### config.mk
export PLATFORM = sky130hd
export DESIGN_NAME = fifo_wr_arbiter
export DESIGN_NICKNAME = d
export VERILOG_FILES = /design/src/rtl/fifo_wr_arbiter.sv
export SDC_FILE = /design/constraint.sdc
export NUM_CORES = 1
export LEC_CHECK = 0
export CORE_ASPECT_RATIO = 1.25
export CORE_MARGIN = 3
export CORE_UTILIZATION = 31
export DETAILED_ROUTE_END_ITERATION = 8
export HOLD_SLACK_MARGIN = 0.05
export PLACE_DENSITY = 0.76
export SLEW_MARGIN = 30
export SYNTH_ARGS = -nofsm -noshare
export SYNTH_HDL_FRONTEND = slang
export SYNTH_SLANG_ARGS = --single-unit
### constraint.sdc
create_clock -name w_clk -period 2.2 [get_ports w_clk]
set_input_delay 0.66 -clock w_clk [delete_from_list [all_inputs] [get_ports w_clk]]
set_output_delay 0.66 -clock w_clk [all_outputs]
set_load 0.01 [all_outputs]
### src/rtl/fifo_wr_arbiter.sv
// Round-robin arbiter granting one requester at a time bursty access
// to a shared FIFO write port, with full back-pressure and burst limit.
module fifo_wr_arbiter #(
   parameter int DATA_WIDTH = 8,
   parameter int NUM_REQ    = 4,
   parameter int MAX_BURST  = 8
) (
   input  logic                          w_clk,
   input  logic                          w_rst,
   input  logic [NUM_REQ-1:0]            req_valid,
   input  logic [NUM_REQ*DATA_WIDTH-1:0] req_data,
   input  logic [NUM_REQ-1:0]            req_last,
   output logic [NUM_REQ-1:0]            req_ready,
   input  logic                          fifo_full,
   output logic                          fifo_w_en,
   output logic [DATA_WIDTH-1:0]         fifo_w_data,
   output logic [NUM_REQ-1:0]            grant,
   output logic                          burst_done
);

   localparam int IW = (NUM_REQ > 1) ? $clog2(NUM_REQ) : 1;
   localparam int CW = (MAX_BURST > 1) ? $clog2(MAX_BURST + 1) : 1;
   localparam logic [CW-1:0] BURST_MAX = CW'(MAX_BURST);

   typedef enum logic {IDLE, BURST} state_t;

   state_t            state, state_nx;
   logic [NUM_REQ-1:0] grant_nx;
   logic [IW-1:0]     rr_ptr, rr_nx;
   logic [IW-1:0]     gidx, gidx_nx;
   logic [IW-1:0]     win_idx, cand;
   logic              win_found;
   logic [CW-1:0]     beat_cnt, beat_nx;
   logic              cur_valid, cur_last;
   logic              beat, end_beat;

   // Lowest offset from rr_ptr wins, so scan downward and let it overwrite.
   always_comb begin
      win_found = 1'b0;
      win_idx   = '0;
      cand      = '0;
      for (int k = NUM_REQ - 1; k >= 0; k--) begin
         cand = IW'((int'(rr_ptr) + k) % NUM_REQ);
         if (req_valid[cand]) begin
            win_found = 1'b1;
            win_idx   = cand;
         end
      end
   end

   assign cur_valid   = req_valid[gidx];
   assign cur_last    = req_last[gidx];
   assign fifo_w_data = req_data[int'(gidx)*DATA_WIDTH +: DATA_WIDTH];

   assign beat     = (state == BURST) && cur_valid && !fifo_full;
   assign end_beat = beat && (cur_last || (beat_cnt + CW'(1) == BURST_MAX));

   always_comb begin
      state_nx   = state;
      grant_nx   = grant;
      gidx_nx    = gidx;
      rr_nx      = rr_ptr;
      beat_nx    = beat_cnt;
      req_ready  = '0;
      fifo_w_en  = 1'b0;
      burst_done = 1'b0;
      unique case (state)
         IDLE: begin
            if (win_found) begin
               state_nx = BURST;
               grant_nx = {{(NUM_REQ-1){1'b0}}, 1'b1} << win_idx;
               gidx_nx  = win_idx;
               beat_nx  = '0;
            end
         end
         BURST: begin
            req_ready = fifo_full ? '0 : grant;
            fifo_w_en = beat;
            if (beat) beat_nx = beat_cnt + CW'(1);
            if (end_beat) begin
               burst_done = 1'b1;
               state_nx   = IDLE;
               grant_nx   = '0;
               rr_nx      = IW'((int'(gidx) + 1) % NUM_REQ);
            end
         end
      endcase
   end

   always_ff @(posedge w_clk) begin
      if (w_rst) begin
         state    <= IDLE;
         grant    <= '0;
         gidx     <= '0;
         rr_ptr   <= '0;
         beat_cnt <= '0;
      end else begin
         state    <= state_nx;
         grant    <= grant_nx;
         gidx     <= gidx_nx;
         rr_ptr   <= rr_nx;
         beat_cnt <= beat_nx;
      end
   end

endmodule

## Yosys cells after proc, flatten, opt, wreduce, memory -nomap -nowiden

Cells that the tools add are included.

| cells by class | value |
|---|---|
| reduce and logical (&&, ||, !) cells | 9 |
| equality and inequality tests | 4 |
| shift-type cells | 2 |
| order comparisons | 5 |
| muxes and demuxes | 34 |
| $add $sub $neg | 5 |
| bitwise logic cells | 1 |

Operators by type and width:

| kind | number |
|---|---|
| 32-bit by 6-bit indexed part select with 8-bit output | 1 |
| 4-bit two-way mux | 6 |
| 4-bit case mux with 2 select lines | 2 |
| 2-bit by 3-bit less-than comparator with 1-bit output (second input constant) | 5 |
| 1-bit two-way mux | 15 |
| 1-bit binary-select mux with 2-bit select | 6 |
| 2-bit two-way mux | 4 |
| 2-bit AND reduction | 4 |
| 2-bit by 1-bit adder with 2-bit output (second input constant) | 2 |
| 2-bit adder (second input constant) | 2 |
| 4-bit by 1-bit adder with 4-bit output (second input constant) | 1 |
| 4-bit equality test (second input constant) | 1 |
| 2-bit by 1-bit inequality test with 1-bit output (second input constant) | 2 |
| 1-bit by 2-bit left shift with 4-bit output (first input constant) | 1 |
| 1-bit logical AND | 3 |
| 2-bit inequality test (second input constant) | 1 |
| 1-bit case mux with 2 select lines | 1 |
| 1-bit logical NOT | 1 |
| 1-bit logical OR | 1 |
| 1-bit NOT | 1 |

| word-level totals | value |
|---|---|
| flip-flop bits (word level) | 13 |
| input bits | 43 |

## Depth between registers and ports, before layout

Gate-level depths: netlist (run 1).

| depth | value |
|---|---|
| depth in word-level cells | 10 |
| depth in mapped cells | 5 |
| gate-level depth less buffers | 5 |

## Worst setup path after synthesis (run 1)

OpenSTA, ideal clock, no wires.

| path | value |
|---|---|
| kind | input -> output |
| start | in req_valid[3] |
| end | out fifo_w_en |
| stages on the path | 3 |
| slack | 0.181 ns |
| buffers on the path | 0 |
| data required time | 1.540 ns |
| arrival | 1.359 ns |
| cell sequence | mux4_2 > nand2_4 > inv_1 |

| between the ends | value |
|---|---|
| word-level cells in the longest chain between the ends | 5 |

RTL lines:

| element | RTL line | source |
|---|---|---|
| start, declared | 10 | `input logic [NUM_REQ-1:0] req_valid,` |
| 1-bit binary-select mux with 2-bit select | 51 | `assign cur_valid = req_valid[gidx];` |
| 1-bit two-way mux (not written as such) | 51 |  |
| 1-bit logical AND (2 in series) | 55 | `assign beat = (state == BURST) && cur_valid && !fifo_full;` |
| 1-bit two-way mux | 67 | `unique case (state)` |
| end, declared | 15 | `output logic fifo_w_en,` |

Every way passes these cells. The select of a mux whose other input is x is not followed.

## Worst setup path in the final report (run 1)

| path | value |
|---|---|
| start | in req_valid[3] |
| end | out burst_done |

| between the ends | value |
|---|---|
| word-level cells in the longest chain between the ends | 7 |

RTL lines:

| element | RTL line | source |
|---|---|---|
| 1-bit binary-select mux with 2-bit select | 51 |  |
| 1-bit two-way mux (not written as such) | 51 |  |
| 1-bit logical AND (2 in series) | 55 |  |
| 1-bit logical AND | 56 | `assign end_beat = beat && (cur_last \|\| (beat_cnt + CW'(1) == BURST_MAX));` |
| 1-bit two-way mux | 80 | `if (end_beat) begin` |
| 1-bit two-way mux | 67 |  |
| end, declared | 18 | `output logic burst_done` |

Every way passes these cells. The select of a mux whose other input is x is not followed.

==> flow_summary_export.csv, run 1 <==
group,metric,value,unit
worst_setup_path,crit_chain,"buf_6 > mux4_2 > nand2_4 > a21oi_4 > buf_2",
worst_setup_path,required,1.54,ns
layout,nNetsFinal,217,
grt,grt_pass1_vias,1141,
layout,multi_input_area,653,um2
timing,rsz0062_at_grt,"yes",
layout,nFillCells,275,
logic_synthesis,synthTopCellsByCount,"13 x dfxtp_1, 10 x mux4_2, 7 x nand3_1, 6 x nor2b_1",
cts,cts_htree_levels,1,
logic_synthesis,synth_top_family_by_area,"multiplexers",
cts,path_clk_slew,0.09,ns
logic_synthesis,synth-compound-area-share,17.3,%
cts,clk-insertion-delay-late,0.29,ns
drt,ant_nets,0,
place,hpwl,2590,um
grt,grt_usage,18.5,%
cts,numCtsBuffers,3,
layout,ff_latch_area,265,um2
status,status,"finished with violations",
layout,area_delta_synth_final,76.6,%
logic_synthesis,synth_mux_area_share,26.4,%
grt,grt_max_degree,12,
logic_synthesis,syn-num-nets,140,
timing,fin_skew,0.00482,ns
logic_synthesis,syn_avg_cell_area,9.87,um2
cts,clkSinkCount,13,
logic_synthesis,synth_top_area_share,27.5,%
power_and_ir_drop,total_leakage_power,0.000745,uW
logic_synthesis,synthAdderAreaFrac,1.32,%
worst_setup_path,cp-end-kind,"output pin",
place,pre_cts_ws,-0.706,ns
floorplanning,ios,61,
cts,cts_root_buf,"clkbuf_4",
grt,grt_pass1_wl,5450,um
drt,wire_per_inst,15.5,um
cts,post-cts-setup-buffer-count,0,
timing,finalCritPeriodShare,100,%
logic_synthesis,ys.flop_type,"dfxtp_1",
place,place.gp.congestion,0.862,
floorplanning,die_w,55.4,um
drt,wl,3190,um
worst_setup_path,crit_fanout,3,
timing,tightest_slew,0.344,ns
grt,overflow,0,
floorplanning,coreArea,0.00281,mm2
logic_synthesis,yosys.area.top_type,"dfxtp_1",
floorplanning,placementRows,21,
timing,min_period,2.21,ns
worst_setup_path,crit_arrival,1.55,ns
floorplanning,die_h,67.8,um
timing,max_freq,0.453,GHz
drt,drc,0,
place,portBuffers,60,
power_and_ir_drop,cellPowerDensity,438,mW/mm2
logic_synthesis,yosysSeqAreaShare,27.5,%
grt,antenna_found_initial,0,
logic_synthesis,synth_edf_count,0,
drt,routed_via_density,5.47,
worst_setup_path,critPathSlowestCell,"mux4_2",
logic_synthesis,netlist_top_cells_area,"dfxtp_1 27%, mux4_2 24%, nor2b_1 4.0%, nand3_1 3.7%, o32ai_1 3.7%",
run,cap_viol_max_count,0,
worst_setup_path,critical_path_class,"input port to output pin",
timing,worst_slack,-0.00657,ns
timing,maxSlewHeadroom,77.0,%
drt,drt-pass1-iter-count,4,
power_and_ir_drop,irDropWorstVdd,285,uV
logic_synthesis,yosys.cell_types.count,38,
logic_synthesis,synthesis.area,947,um2
cts,clockBufferDepth,2,
logic_synthesis,netlist_instances,96,
worst_setup_path,crit_buf_inv,2,
logic_synthesis,synth_most_common_cell,"dfxtp_1",
timing,slew_viol_final,0,
hold_path,hp-class,"flop to flop",
timing,fin_setup_tns,-0.00657,ns
worst_setup_path,crit_family,"multiplexers",
drt,drt_iter0_markers,41,
timing,setup_viol,1,
logic_synthesis,synth-simple-area-share,22.7,%
cts,cts_tree,"yes",
logic_synthesis,synth_xor_area_share,0.925,%
floorplanning,die_area,0.00376,mm2
logic_synthesis,synthArstFlopShare,0,%
logic_synthesis,yosys_warnings,0,
drt,vias,1126,
logic_synthesis,ys_ff_latch,13,
layout,drive_gt1_share,34.9,%
layout,n_antenna_cell,0,
worst_setup_path,cpPeakStageDelay,0.50,ns
worst_setup_path,critPathLaunchType,"input port",
floorplanning,start_util,33.7,%
timing,hold_viol,0,
status,violations,"negative setup slack",
## tightest hold or removal path: cells and delay by family (launching register included)
family | cells | cell delay, ns
flip-flops | 1 | 0.33
AND/OR/NAND/NOR | 1 | 0.06
AO/OA/AOI/OAI | 1 | 0.08
## sequential cells by signal (all words and copies together) (netlist names)
signal	count
beat_cnt	4
grant	4
gidx	2
rr_ptr	2
state	1
## placed cells by master (no fill, tap or decap), types with 2 or more instances in the layout
cell | synthesis | final
nor2b_1 | 6 | 5
o32ai_1 | 4 | 4
mux4_2 | 10 | 10
dlygate4sd2_1 | 0 | 29
nand3_1 | 7 | 7
or3_1 | 3 | 3
dfxtp_1 | 13 | 11
nor2_1 | 3 | 3
inv_2 | 0 | 2
clkdlybuf4s15_1 | 0 | 4
o21ai_0 | 2 | 2
buf_2 | 2 | 9
buf_4 | 0 | 15
clkdlybuf4s50_1 | 0 | 5
inv_1 | 4 | 2
nand2b_1 | 2 | 2
clkbuf_4 | 0 | 3
buf_6 | 0 | 15
and2_1 | 5 | 5
nand2_1 | 5 | 5
a21oi_1 | 5 | 5
## area by class of cell
cell class                 instances  area share [%]
sequential                        13            15.9
tap                               34            2.54
inverter                           4           0.898
multi-input combinational         74            39.0
timing repair buffer              77            40.1
clock buffer                       4            1.57
## through the flow
step                hold slack, ns  std cells  instance area [um2]  total power, uW  util (%)
floorplan                    0.473         96                  947              401         -
global placement             0.492        202                 1700              586      60.3
detailed placement           0.495        202                 1700              594      60.3
CTS                          0.518        206                 1650              730      58.8
global route                 0.555        206                 1670              775      59.5
finish                       0.520        206                 1670              733      59.5
## layer usage
layer	vias up	part of all wire (%)	GRT usage, %	wire length [um]
li1	523	-	-	-
met1	517	41	20.9	1290
met2	79	47	33.6	1490
met3	7	11	5.54	349
met4	0	1.5	5.47	49
met5	-	0	0	0
## power by group
group	switching, uW	leakage (uW)	total [uW]	internal [uW]
combinational	125	0.000623	311	186
clock	87.4	0.0000150	158	70.6
sequential	13.2	0.000107	264	250
## cell families after synthesis
kind of cell               count (synthesis)
muxes                                     12
AOI/OAI and AO/OA                         22
adders and majority gates                  1
xor gates and xnor gates                   1
DFF                                       13
and+or+nand+nor                           38
buffers and inverters                      9
## path summary, 6_finish.rpt
path                                       startpoint                endpoint  slack [ns]  cells after the start
worst max-delay path                     req_valid[3]              burst_done      -0.007                      5
worst min-delay path            grant[1]$_SDFFE_PP0P_   grant[1]$_SDFFE_PP0P_        0.52                      2
worst max register to register   gidx[1]$_SDFFE_PP0P_  rr_ptr[0]$_SDFFE_PP0P_        0.58                      5
worst min register to register  grant[1]$_SDFFE_PP0P_   grant[1]$_SDFFE_PP0P_        0.52                      2
## timing repair
action	CTS	global route
endpoints found under the setup margin	14	5
hold buffers	0	0
gates resized for setup	134	8
pin swaps	2	0
Power figures use the tool's default switching activity.
==> run 2: changes to the inputs <==
CAP_MARGIN = 20   (was not set)
==> results of run 2 <==
Same layout as run 1: the final DEF is identical, and so are final timing and power.
==> run 3: changes to the inputs <==
CAP_MARGIN = 25   (was 20)
==> results of run 3 <==
Same layout as run 1: the final DEF is identical, and so are final timing and power.
